## config.mk

```make
export PLATFORM = sky130hd
export DESIGN_NAME = cache_port_arbiter
export DESIGN_NICKNAME = d
export VERILOG_FILES = /design/src/rtl/cache_pkg.sv /design/src/rtl/rsp_tag_pipe.sv /design/src/rtl/cache_port_arbiter.sv
export SDC_FILE = /design/constraint.sdc
export NUM_CORES = 1
export LEC_CHECK = 0
export CAP_MARGIN = 20
export CORE_AREA = 2 2 116 118
export CTS_BUF_LIST = sky130_fd_sc_hd__clkbuf_4 sky130_fd_sc_hd__clkbuf_8
export DETAILED_ROUTE_END_ITERATION = 10
export DIE_AREA = 0 0 118 120
export PLACE_DENSITY_LB_ADDON = 0.1
export SLEW_MARGIN = 40
export SYNTH_ARGS = -nofsm -noshare
export SYNTH_HDL_FRONTEND = slang
export SYNTH_SLANG_ARGS = --single-unit
```

## constraint.sdc

```tcl
create_clock -name clk -period 2.7 [get_ports clk]
set_clock_uncertainty 0.05 [all_clocks]
set_input_delay 0.54 -clock clk [delete_from_list [all_inputs] [get_ports clk]]
set_output_delay 0.54 -clock clk [all_outputs]
set_load 0.02 [all_outputs]
```

## src/rtl/cache_pkg.sv

```systemverilog
// Shared types and default sizing for the cache port arbiter.
//   req_id_e   : which requester owns a transaction (instruction fetch or data memory)
//   inflight_t : one slot of the read-response tracker {valid, requester id}
//   other_req  : helper returning the opposite requester, used by round-robin
package cache_pkg;

    localparam int CACHE_RD_LAT   = 2;
    localparam int CACHE_OFFSET_W = 4;
    localparam int CACHE_INDEX_W  = 8;

    typedef enum logic {
        REQ_IF = 1'b0,
        REQ_DM = 1'b1
    } req_id_e;

    typedef struct packed {
        logic    valid;
        req_id_e id;
    } inflight_t;

    function automatic req_id_e other_req(input req_id_e id);
        return (id == REQ_IF) ? REQ_DM : REQ_IF;
    endfunction

endpackage

```

## src/rtl/rsp_tag_pipe.sv

```systemverilog
// In-flight read tracker: an RD_LAT-deep shift register of {valid, requester id}.
// A tag entering on entry_i emerges on entry_o exactly RD_LAT cycles later,
// lined up with the cache read data for that request.
//   clk_i    : clock
//   rst_ni   : asynchronous active-low reset, drops every tracked read
//   entry_i  : tag of the read issued this cycle (valid=0 when none)
//   entry_o  : tag whose data is on the cache read bus this cycle
module rsp_tag_pipe
    import cache_pkg::*;
#(
    parameter int RD_LAT = CACHE_RD_LAT
) (
    input  logic      clk_i,
    input  logic      rst_ni,
    input  inflight_t entry_i,
    output inflight_t entry_o
);

    inflight_t stage_q [RD_LAT];

    always_ff @(posedge clk_i or negedge rst_ni) begin
        if (!rst_ni) begin
            for (int i = 0; i < RD_LAT; i++) begin
                stage_q[i] <= '{valid: 1'b0, id: REQ_IF};
            end
        end else begin
            stage_q[0] <= entry_i;
            for (int i = 1; i < RD_LAT; i++) begin
                stage_q[i] <= stage_q[i-1];
            end
        end
    end

    assign entry_o = stage_q[RD_LAT-1];

endmodule

```

## src/rtl/cache_port_arbiter.sv

```systemverilog
// Two-requester arbiter in front of a single-ported cache.
// Grants at most one of instruction fetch (IF, read only) or data memory
// (DM, read or write) per cycle, round-robin on contention, passes the
// granted request straight to the cache read or write port, and routes read
// data back to the owner RD_LAT cycles later.
//   clk, rst                        : clock, asynchronous active-low reset
//   if_req_valid/addr, if_req_ready : IF read request handshake
//   if_rsp_valid/data               : IF read response
//   dm_req_valid/we/addr/wdata, dm_req_ready : DM request handshake
//   dm_rsp_valid/data               : DM read response
//   c_raddr_valid/c_raddr           : cache read issue
//   c_waddr_valid/c_waddr/c_wdata   : cache write issue
//   c_rdata, c_stall                : cache read data, cache busy
module cache_port_arbiter
    import cache_pkg::*;
#(
    parameter int ADDR_W   = 32,
    parameter int DATA_W   = 32,
    parameter int RD_LAT   = CACHE_RD_LAT,
    parameter int OFFSET_W = CACHE_OFFSET_W,
    parameter int INDEX_W  = CACHE_INDEX_W
) (
    input  logic              clk,
    input  logic              rst,
    input  logic              if_req_valid,
    input  logic [ADDR_W-1:0] if_req_addr,
    output logic              if_req_ready,
    output logic              if_rsp_valid,
    output logic [DATA_W-1:0] if_rsp_data,
    input  logic              dm_req_valid,
    input  logic              dm_req_we,
    input  logic [ADDR_W-1:0] dm_req_addr,
    input  logic [DATA_W-1:0] dm_req_wdata,
    output logic              dm_req_ready,
    output logic              dm_rsp_valid,
    output logic [DATA_W-1:0] dm_rsp_data,
    output logic              c_raddr_valid,
    output logic [ADDR_W-1:0] c_raddr,
    output logic              c_waddr_valid,
    output logic [ADDR_W-1:0] c_waddr,
    output logic [DATA_W-1:0] c_wdata,
    input  logic [DATA_W-1:0] c_rdata,
    input  logic              c_stall
);

    req_id_e            last_grant_q, last_grant_d;
    logic               lw_valid_q, lw_valid_d;
    logic [INDEX_W-1:0] lw_index_q, lw_index_d;

    logic [INDEX_W-1:0] if_idx, dm_idx;
    logic               if_raw, dm_raw;
    logic               if_elig, dm_elig;
    logic               gnt_if, gnt_dm;
    logic               dm_rd_gnt, dm_wr_gnt;
    inflight_t          issue_tag, rsp_tag;

    // Grant decision and cache issue (all combinational in the grant cycle)
    always_comb begin
        if_idx = if_req_addr[OFFSET_W +: INDEX_W];
        dm_idx = dm_req_addr[OFFSET_W +: INDEX_W];

        // A read to the line written last cycle would race the SRAM write,
        // so it waits one cycle. DM writes are never blocked.
        if_raw = lw_valid_q && (if_idx == lw_index_q);
        dm_raw = lw_valid_q && !dm_req_we && (dm_idx == lw_index_q);

        // rst in the enable makes readies drop the instant reset asserts.
        if_elig = rst && !c_stall && if_req_valid && !if_raw;
        dm_elig = rst && !c_stall && dm_req_valid && !dm_raw;

        gnt_if = if_elig && (!dm_elig || other_req(last_grant_q) == REQ_IF);
        gnt_dm = dm_elig && !gnt_if;

        dm_rd_gnt = gnt_dm && !dm_req_we;
        dm_wr_gnt = gnt_dm && dm_req_we;

        if_req_ready = gnt_if;
        dm_req_ready = gnt_dm;

        c_raddr_valid = gnt_if || dm_rd_gnt;
        c_raddr       = '0;
        if (gnt_if) begin
            c_raddr = if_req_addr;
        end else if (dm_rd_gnt) begin
            c_raddr = dm_req_addr;
        end

        c_waddr_valid = dm_wr_gnt;
        c_waddr       = dm_wr_gnt ? dm_req_addr  : '0;
        c_wdata       = dm_wr_gnt ? dm_req_wdata : '0;

        issue_tag.valid = c_raddr_valid;
        issue_tag.id    = gnt_if ? REQ_IF : REQ_DM;

        last_grant_d = last_grant_q;
        if (gnt_if) begin
            last_grant_d = REQ_IF;
        end else if (gnt_dm) begin
            last_grant_d = REQ_DM;
        end

        lw_valid_d = dm_wr_gnt;
        lw_index_d = dm_wr_gnt ? dm_idx : lw_index_q;
    end

    always_ff @(posedge clk or negedge rst) begin
        if (!rst) begin
            last_grant_q <= REQ_DM;
            lw_valid_q   <= 1'b0;
            lw_index_q   <= '0;
        end else begin
            last_grant_q <= last_grant_d;
            lw_valid_q   <= lw_valid_d;
            lw_index_q   <= lw_index_d;
        end
    end

    // Response stage: tags arrive RD_LAT cycles after issue
    rsp_tag_pipe #(
        .RD_LAT (RD_LAT)
    ) u_tag_pipe (
        .clk_i   (clk),
        .rst_ni  (rst),
        .entry_i (issue_tag),
        .entry_o (rsp_tag)
    );

    always_comb begin
        if_rsp_valid = rsp_tag.valid && (rsp_tag.id == REQ_IF);
        dm_rsp_valid = rsp_tag.valid && (rsp_tag.id == REQ_DM);
        if_rsp_data  = if_rsp_valid ? c_rdata : '0;
        dm_rsp_data  = dm_rsp_valid ? c_rdata : '0;
    end

endmodule

```

---- After elaboration in Yosys (flattened, before gate mapping) ----
Index checks and enable logic that the tools add are counted.
storage, ports and cells
  register bits after elaboration ......... 14
  bits in latches ......................... 0
  RAM bits ................................ 0
  bits in read-only memories .............. 0
  input port bits ......................... 134
  output and inout bits ................... 166
  logic and storage cells ................. 42
  memories ................................ 0
operators by class
  $add $sub $neg .......................... 0
  multiply operators ...................... 0
  div/mod/pow operators ................... 0
  magnitude comparators ................... 0
  equality and inequality tests ........... 2
  shift operators ......................... 0
  mux-type cells .......................... 9
  bitwise gates (word level) .............. 1
  reductions and logical operators ........ 23
operator list
  operator            count
  32-bit 2-to-1 mux   6
  8-bit == test       2
  1-bit logical AND   14
  1-bit zero test     6
  1-bit 2-to-1 mux    3
  1-bit logical OR    2
  2-bit nonzero test  1
  1-bit inverter      1

---- Logic depth before layout (Yosys ltp) ----
Gate-level depths: netlist of run 1.
  depth after elaboration ................. 13
  gate-level depth with buffers ........... 7

---- By module ----
From an unflattened synthesis of run 1, not the netlist that was laid out.
second synthesis, totals
  cell total of the unflattened synthesis .. 244
  area, all modules ....................... 2034.5 µm²
by module, submodules not included
  module              instances  cells an instance  area each (µm²)  seq. area each (µm²)
  cache_port_arbiter  1          238                1919.3           251.5
  rsp_tag_pipe        1          6                  115.1            100.1

---- Worst setup path before layout of run 1 ----
No wires, ideal clock.
  path type ............................... input to output
  start ................................... input if_req_addr[8]
  end ..................................... output c_wdata[22]
  arrival time ............................ 2.049 ns
  required time ........................... 2.110 ns
  setup slack ............................. 0.061 ns
  stages .................................. 6
  path buffers ............................ 1
  cells stage by stage .................... xor2_1 -> nor4_2 -> nand4_2 -> a31oi_4 -> buf_2 -> and2_1
on the way
  word-level cells in the longest chain between the ends .. 9
RTL lines
  what                line                      text
  start: declaration  cache_port_arbiter.sv:26  input logic [ADDR_W-1:0] if_req_addr,
  8-bit == test       cache_port_arbiter.sv:64  if_raw = lw_valid_q && (if_idx == lw_index_q);
  1-bit logical AND   cache_port_arbiter.sv:64
  1-bit zero test     cache_port_arbiter.sv:68  if_elig = rst && !c_stall && if_req_valid && !if_raw;
  1-bit logical AND   cache_port_arbiter.sv:68
  1-bit logical AND   cache_port_arbiter.sv:71  gnt_if = if_elig && (!dm_elig || other_req(last_grant_q) == REQ_IF);
  1-bit zero test     cache_port_arbiter.sv:72  gnt_dm = dm_elig && !gnt_if;
  1-bit logical AND   cache_port_arbiter.sv:72
  1-bit logical AND   cache_port_arbiter.sv:75  dm_wr_gnt = gnt_dm && dm_req_we;
  via c_waddr_valid   cache_port_arbiter.sv:39  output logic c_waddr_valid,
  32-bit 2-to-1 mux   cache_port_arbiter.sv:90  c_wdata = dm_wr_gnt ? dm_req_wdata : '0;
  end: declaration    cache_port_arbiter.sv:41  output logic [DATA_W-1:0] c_wdata,
The timed path passes the listed nets, and every way through them passes these cells.

---- Worst setup path in the final report of run 1 ----
  start ................................... input if_req_addr[9]
  end ..................................... output c_wdata[12]
on the way
  word-level cells in the longest chain between the ends .. 9
RTL lines
  what               line
  8-bit == test      cache_port_arbiter.sv:64
  1-bit logical AND  cache_port_arbiter.sv:64
  1-bit zero test    cache_port_arbiter.sv:68
  1-bit logical AND  cache_port_arbiter.sv:68
  1-bit logical AND  cache_port_arbiter.sv:71
  1-bit zero test    cache_port_arbiter.sv:72
  1-bit logical AND  cache_port_arbiter.sv:72
  1-bit logical AND  cache_port_arbiter.sv:75
  32-bit 2-to-1 mux  cache_port_arbiter.sv:90
No other way between the ends.

==> qor.yml, run 1 <==
synthTopCellsByArea: "and2_1, dfrtp_1, a22o_2"
power_density_nw_per_um2: 202
drt_first_pass_iters: 3
worstPathRequired_ns: 2.11
yosysTopAreaCell: "and2_1"
ant_nets: 0
period_needed_ns: 2.91
yosysSeqAreaShare_pct: 17.4
cts.clk_slew.worst_paths_ns: 0.06
vias: 3106
vias_per_cell: 4.16
placedInstanceArea_um2: 5300
grt_setup_unrepaired: "yes"
max_clock_freq_ghz: 0.344
htreeDepth: 1
status: "complete, but fails checks"
core.rowCount: 42
p_int_uw: 841
post-place-ws_ns: -0.988
cpMostUsedCell: "buf_6"
grt_first_pass_wirelength_um: 17800
ys.flop_type: "dfrtp_1"
fin_util_pct: 48.0
routabilityCongestion: 0.768
p_total_mw: 1.26
postSynthAreaPerCell_um2: 8.34
pin_count: 300
violations: "setup timing"
synthToLayoutAreaGrowth_pct: 209
setup_ws_ns: -0.208
wl_per_cell_um: 16.4
timing.final.crit_share_pct: 108
synth.most_common_cell: "and2_1"
coreArea_um2: 13000
final_net_count: 705
synth-seq-cells: 14
start_kind: "input pin"
cp_num_buf_inv: 6
track_usage_pct: 16.0
synth_top_area_share_pct: 30.4
maxSlewViolCount: 0
antenna_found_initial: 1
critPathCaptureType: "output pin"
route.detailed.drc: 0
chipWidth_um: 118
switchingPower_uw: 418
syn_area_um2: 2020
hold_slack_ns: 0.299
synth-edff-count: 0
cts.path.max_buffers: 2
worst_pin_slew_ns: 0.256
synthTopCellsByCount: "and2_1, and3_1, a22o_2"
setup_violations: 96
peakVddDrop_uv: 149
port_buffers: 299
synthArstFlopShare_pct: 100
critPathArrivalTime_ns: 2.32
hpwl_um: 8650
crit_slowest_cell: "dlygate4sd2_1"
cts-root-buf: "clkbuf_8"
switching_share_pct: 33.2
cp_top_family: "buffers and inverters"
grt_pass1_vias: 3203
routed_wl_um: 12200
antennaDiodeCount: 0
drt_iter0_markers: 48
p_comb_share_pct: 60.5
final_layout_size_suffix_gt1_share_pct: 46.3
power_frac_seq_pct: 23.3
clk_latency_ns: 0.24
slew_headroom_pct: 82.9
numCtsBuffers: 3
max_stage_delay_ns: 0.27
critPathMaxFanout: 7
grt_overflow_total: 0
p_leak_nw: 2.85
hold_viol: 0
worstHoldPathType: "flop to flop"
synth_cell_types: 31
syn_nets: 376
path_cells: "dlygate4sd2_1, xor2_1, nor3_2, nand4_2, buf_6, a31oi_4, buf_6, buf_12, buf_16, and2_4, buf_6"
critPathKind: "input pin to output pin"
clock-sinks: 14
grt_max_degree: 34
synth_warnings: 0
synthCells: 242
die_h_um: 120
drv_cap: 0
cts_tree: "built"
fin_area_um2: 6230
dieArea_um2: 14200
start_util_pct: 15.6
p_clk_share_pct: 16.2
==> flip-flops by register name (all words and copies together) (netlist names) <==
register and count:
lw_valid_q 1, u_tag_pipe.entry_o 2, lw_index_q 8, last_grant_q 1
u_tag_pipe.stage_q 2
==> path summary, 6_finish.rpt <==
check                                           startpoint                              end  slack [ns]  cells after the start
setup / recovery                            if_req_addr[9]                      c_wdata[12]       -0.21                     11
hold / removal             u_tag_pipe.stage_q[2]$_DFF_PN0_  u_tag_pipe.entry_o[0]$_DFF_PN0_        0.30                      0
setup reg to reg                 lw_index_q[3]$_DFFE_PN0N_        lw_index_q[6]$_DFFE_PN0N_        0.20                     11
hold reg to reg            u_tag_pipe.stage_q[2]$_DFF_PN0_  u_tag_pipe.entry_o[0]$_DFF_PN0_        0.30                      0
max in group asynchronous                              rst         last_grant_q$_DFFE_PN1P_        2.01                      2
min in group asynchronous                              rst  u_tag_pipe.stage_q[3]$_DFF_PN0_        0.34                      2
==> per-stage QoR <==
| stage | TNS (ns) | std cells |
|---|---|---|
| 2_1_floorplan | 0 | 242 |
| 3_3_place_gp | -94.24 | 716 |
| 3_5_place_dp | -94.96 | 716 |
| 4_1_cts | -18.07 | 746 |
| 5_1_grt | -24.18 | 746 |
| 6_report | -12.92 | 746 |
==> cell usage in the layout (no fill, tap or decap), types with 3 or more instances in the layout <==
master	n
a22o_1	7
dfrtp_1	12
buf_2	3
a22o_2	3
clkdlybuf4s15_1	4
and2_4	58
a22o_4	22
xor2_2	5
and3_1	32
buf_4	36
buf_16	4
mux2_2	3
buf_6	97
xnor2_1	5
clkdlybuf4s50_1	180
clkbuf_8	4
xnor2_2	4
dlygate4sd2_1	8
mux2_1	5
buf_12	9
and2_1	40
==> power groups by stage <==
stage	combinational, mW	clock (mW)	sequential, mW
4_1_cts	0.734	0.212	0.291
3_5_place_dp	0.643	0	0.291
5_1_grt	0.808	0.225	0.300
2_1_floorplan	0.256	0	0.285
3_3_place_gp	0.639	0	0.290
6_report	0.761	0.204	0.293
==> layout make-up <==
type	count	area (µm²)
Multi-Input combinational cell	203	1920
Sequential cell	14	353
Fill cell	1226	6750
Clock buffer	4	55.1
Timing Repair Buffer	347	3670
Inverter	2	7.51
Tap cell	176	220
==> layer usage <==
layer  GRT usage (%)  up-vias  wire [µm]
li1                -     1494          -
met1            17.2     1424       4600
met2            31.7      175       6590
met3            4.56       11        929
met4            1.81        2         78
met5               0        -         13
==> logic make-up after synthesis <==
kind of cell    share of synthesized area [%]
xor+xnor                                 6.94
flops                                    17.4
buf+inv                                  6.75
compound gates                           20.2
mux                                      4.46
simple gates                             44.2
==> repair_timing <==
item / in CTS / in global routing
pin swaps: 45 / 30
gates cloned: 7 / 2
setup endpoints to repair: 100 / 100
buffers inserted: 19 / 2
resized for setup: 702 / 37
hold buffers: 0 / 0
No activity file was read; power rests on OpenSTA's default activity.
==> run 2, diff against run 1 <==
- CORE_AREA: 2 2 116 118 -> 2 2 117 119
- DIE_AREA: 0 0 118 120 -> 0 0 119 121
- SYNTH_HIERARCHICAL: default -> 1
==> run 2 against run 1 <==
  * The flow still finishes with violations (setup timing)
  * Count of clock-buffer cells in the layout did not move
  * Highest routed layer is now met4
  * Routed wire length fell by 2.6%
  * Maximum frequency shrank 1.2%
  * Utilization down 2.0 points
  * Non-clock buffer count fell by 1
  * Critical path depth stayed put
  * Setup slack worse by 0.036 ns
  * Final area is 3.5% lower
  * Clock power grew 2%
  * Sequential power about the same
  * Largest power group unchanged
  * Die area up 1.7%
  * Hold slack improved by 0.0027 ns
==> qor.yml, run 2 <==
status: "complete, but fails checks"
violations: "setup timing"
n_fill_cell: 1264
r2r_slack_ns: 0.25
final_layout_size_suffix_gt1_share_pct: 39.2
cts.clk_slew.worst_paths_ns: 0.06
critPathMaxFanout: 6
setup_ws_ns: -0.245
start_util_pct: 15.5
critPathArrivalTime_ns: 2.35
ys.flop_type: "dfrtp_1"
synthToLayoutAreaGrowth_pct: 196
critPathCaptureType: "output pin"
track_usage_pct: 14.7
clk_latency_ns: 0.25
synth_warnings: 6
synth-seq-cells: 14
dieArea_um2: 14400
post-place-ws_ns: -0.970
worstPathRequired_ns: 2.11
yosysTopAreaCell: "and2_1"
synthArstFlopShare_pct: 100
routabilityCongestion: 0.786
pin_count: 300
coreArea_um2: 13100
cts_hold_buf: 0
drt_first_pass_iters: 4
critPathKind: "input pin to output pin"
antenna_found_initial: 1
synthTopCellsByArea: "and2_1, dfrtp_1, a22o_2"
worstHoldPathType: "flop to flop"
yosysSeqAreaShare_pct: 17.3
layout_common_cells: "clkdlybuf4s50_1, and2_1, buf_6, buf_4, and3_1"
synth-edff-count: 0
slew_headroom_pct: 81.5
p_leak_nw: 2.78
drv_cap: 0
grt_overflow_total: 0
drt_iter0_markers: 58
numCtsBuffers: 3
die_h_um: 121
core.rowCount: 42
grt_max_degree: 36
postSynthAreaPerCell_um2: 8.34
chipWidth_um: 119
ant_nets: 0
hold_viol: 0
syn_nets: 378
synth_cell_types: 32
grt_setup_unrepaired: "yes"
synth_top_area_share_pct: 30.1
timing.final.crit_share_pct: 109
vias: 3102
fin_util_pct: 46.0
worst_pin_slew_ns: 0.278
cts_tree: "built"
clock-sinks: 14
syn_area_um2: 2030
peakVddDrop_uv: 139
routed_wl_um: 11900
maxSlewViolCount: 0
port_buffers: 299
synthCells: 244
synthTopCellsByCount: "and2_1, and3_1, a22o_2"
power_density_nw_per_um2: 210
grt_first_pass_wirelength_um: 17200
vias_per_cell: 4.16
cts-root-buf: "clkbuf_8"
cts.path.max_buffers: 2
hpwl_um: 8620
synth.most_common_cell: "and2_1"
max_flop_register: "lw_index_q"
grt_pass1_vias: 3085
route.detailed.drc: 0
max_clock_freq_ghz: 0.340
setup_violations: 99
htreeDepth: 1
largest_reg_flops: 8
period_needed_ns: 2.94
final_net_count: 704
final_common_cell: "clkdlybuf4s50_1"
start_kind: "input pin"
wl_per_cell_um: 15.9
## run 2: cell count changes after synthesis, sizes merged
| cell | previous run | this run |
|---|---|---|
| buf | 9 | 11 |
## run 2: worst paths after layout
path	cells past startpoint	from	end
worst min register to register	0	u_tag_pipe/stage_q[2]$_DFF_PN0_	u_tag_pipe/entry_o[0]$_DFF_PN0_
worst max register to register	9	lw_index_q[0]$_DFFE_PN0N_	lw_index_q[4]$_DFFE_PN0N_
worst min-delay path	0	u_tag_pipe/stage_q[2]$_DFF_PN0_	u_tag_pipe/entry_o[0]$_DFF_PN0_
min in group asynchronous	2	rst	u_tag_pipe/entry_o[1]$_DFF_PN0_
worst max-delay path	11	dm_req_addr[4]	c_raddr[12]
max in group asynchronous	2	rst	last_grant_q$_DFFE_PN1P_
## run 2: per-layer routing
layer  GRT usage, %  vias up  wire (µm)
met1           17.6     1422       4710
met4           2.60        0        111
li1               -     1502          -
met2           26.8      169       6150
met3           3.57        9        914
met5              0        -          0
## run 2: logic make-up after synthesis
kind of cell              count (synthesis)  share of synthesized area [%]
DFF                                      14                           17.3
AOI/OAI and AO/OA                        38                           20.0
xor gates and xnor gates                 16                           6.89
muxes                                     8                           4.43
and+or+nand+nor                         141                           43.9
buffers and inverters                    27                           7.44
## run 2: cell type report
cell class	instances	area, µm²	area share (%)
clock buffers	4	55.1	0.915
inverters	2	7.51	0.125
multi-input cells	203	1840	30.6
well taps	176	220	3.66
repair buffers	346	3540	58.8
diodes	1	2.50	0.0416
flip-flops and latches	14	352	5.84
## run 2: power by group
group / switching (mW) / leakage [nW] / internal, mW / total (mW)
Combinational: 0.300 / 2.58 / 0.462 / 0.761
Clock: 0.0793 / 0.0288 / 0.129 / 0.209
Sequential: 0.0454 / 0.166 / 0.248 / 0.294
Total: 0.424 / 2.78 / 0.839 / 1.26
## run 2: timing repair
action                                  4_1_cts  5_1_grt
buffers inserted                             15        3
resized for setup                           629       47
endpoints found under the setup margin      100      100
gates cloned                                  4        5
pin swaps                                    27       26
## run 2: per-stage QoR
stage	instance area, µm²	total power, mW	hold slack [ns]	TNS (ns)	std cells
global placement	5340	0.939	0.286	-88.80	720
CTS	5760	1.22	0.307	-15.61	742
global route	6020	1.34	0.324	-31.55	746
finish	6020	1.26	0.302	-19.58	746
floorplan	2030	0.543	0.194	0	244
detailed placement	5340	0.944	0.293	-92.46	720
## run 2: critical path, cell delays in order
cell and delay [ns]:
clkdlybuf4s15_2 0.25, xnor2_2 0.19, nand3_2 0.12, o311ai_4 0.31, buf_6 0.15, a311oi_4 0.05, buf_6 0.14, buf_6 0.12
buf_16 0.14, a22o_4 0.21, buf_6 0.13
==> run 3, diff against run 2 <==
- CORE_AREA: 2 2 117 119 -> 2 2 116 118
- DIE_AREA: 0 0 119 121 -> 0 0 118 120
- SYNTH_HIERARCHICAL: 1 -> default
==> results of run 3 <==
Same layout as run 1: the final DEF is identical, and so are final timing and power.
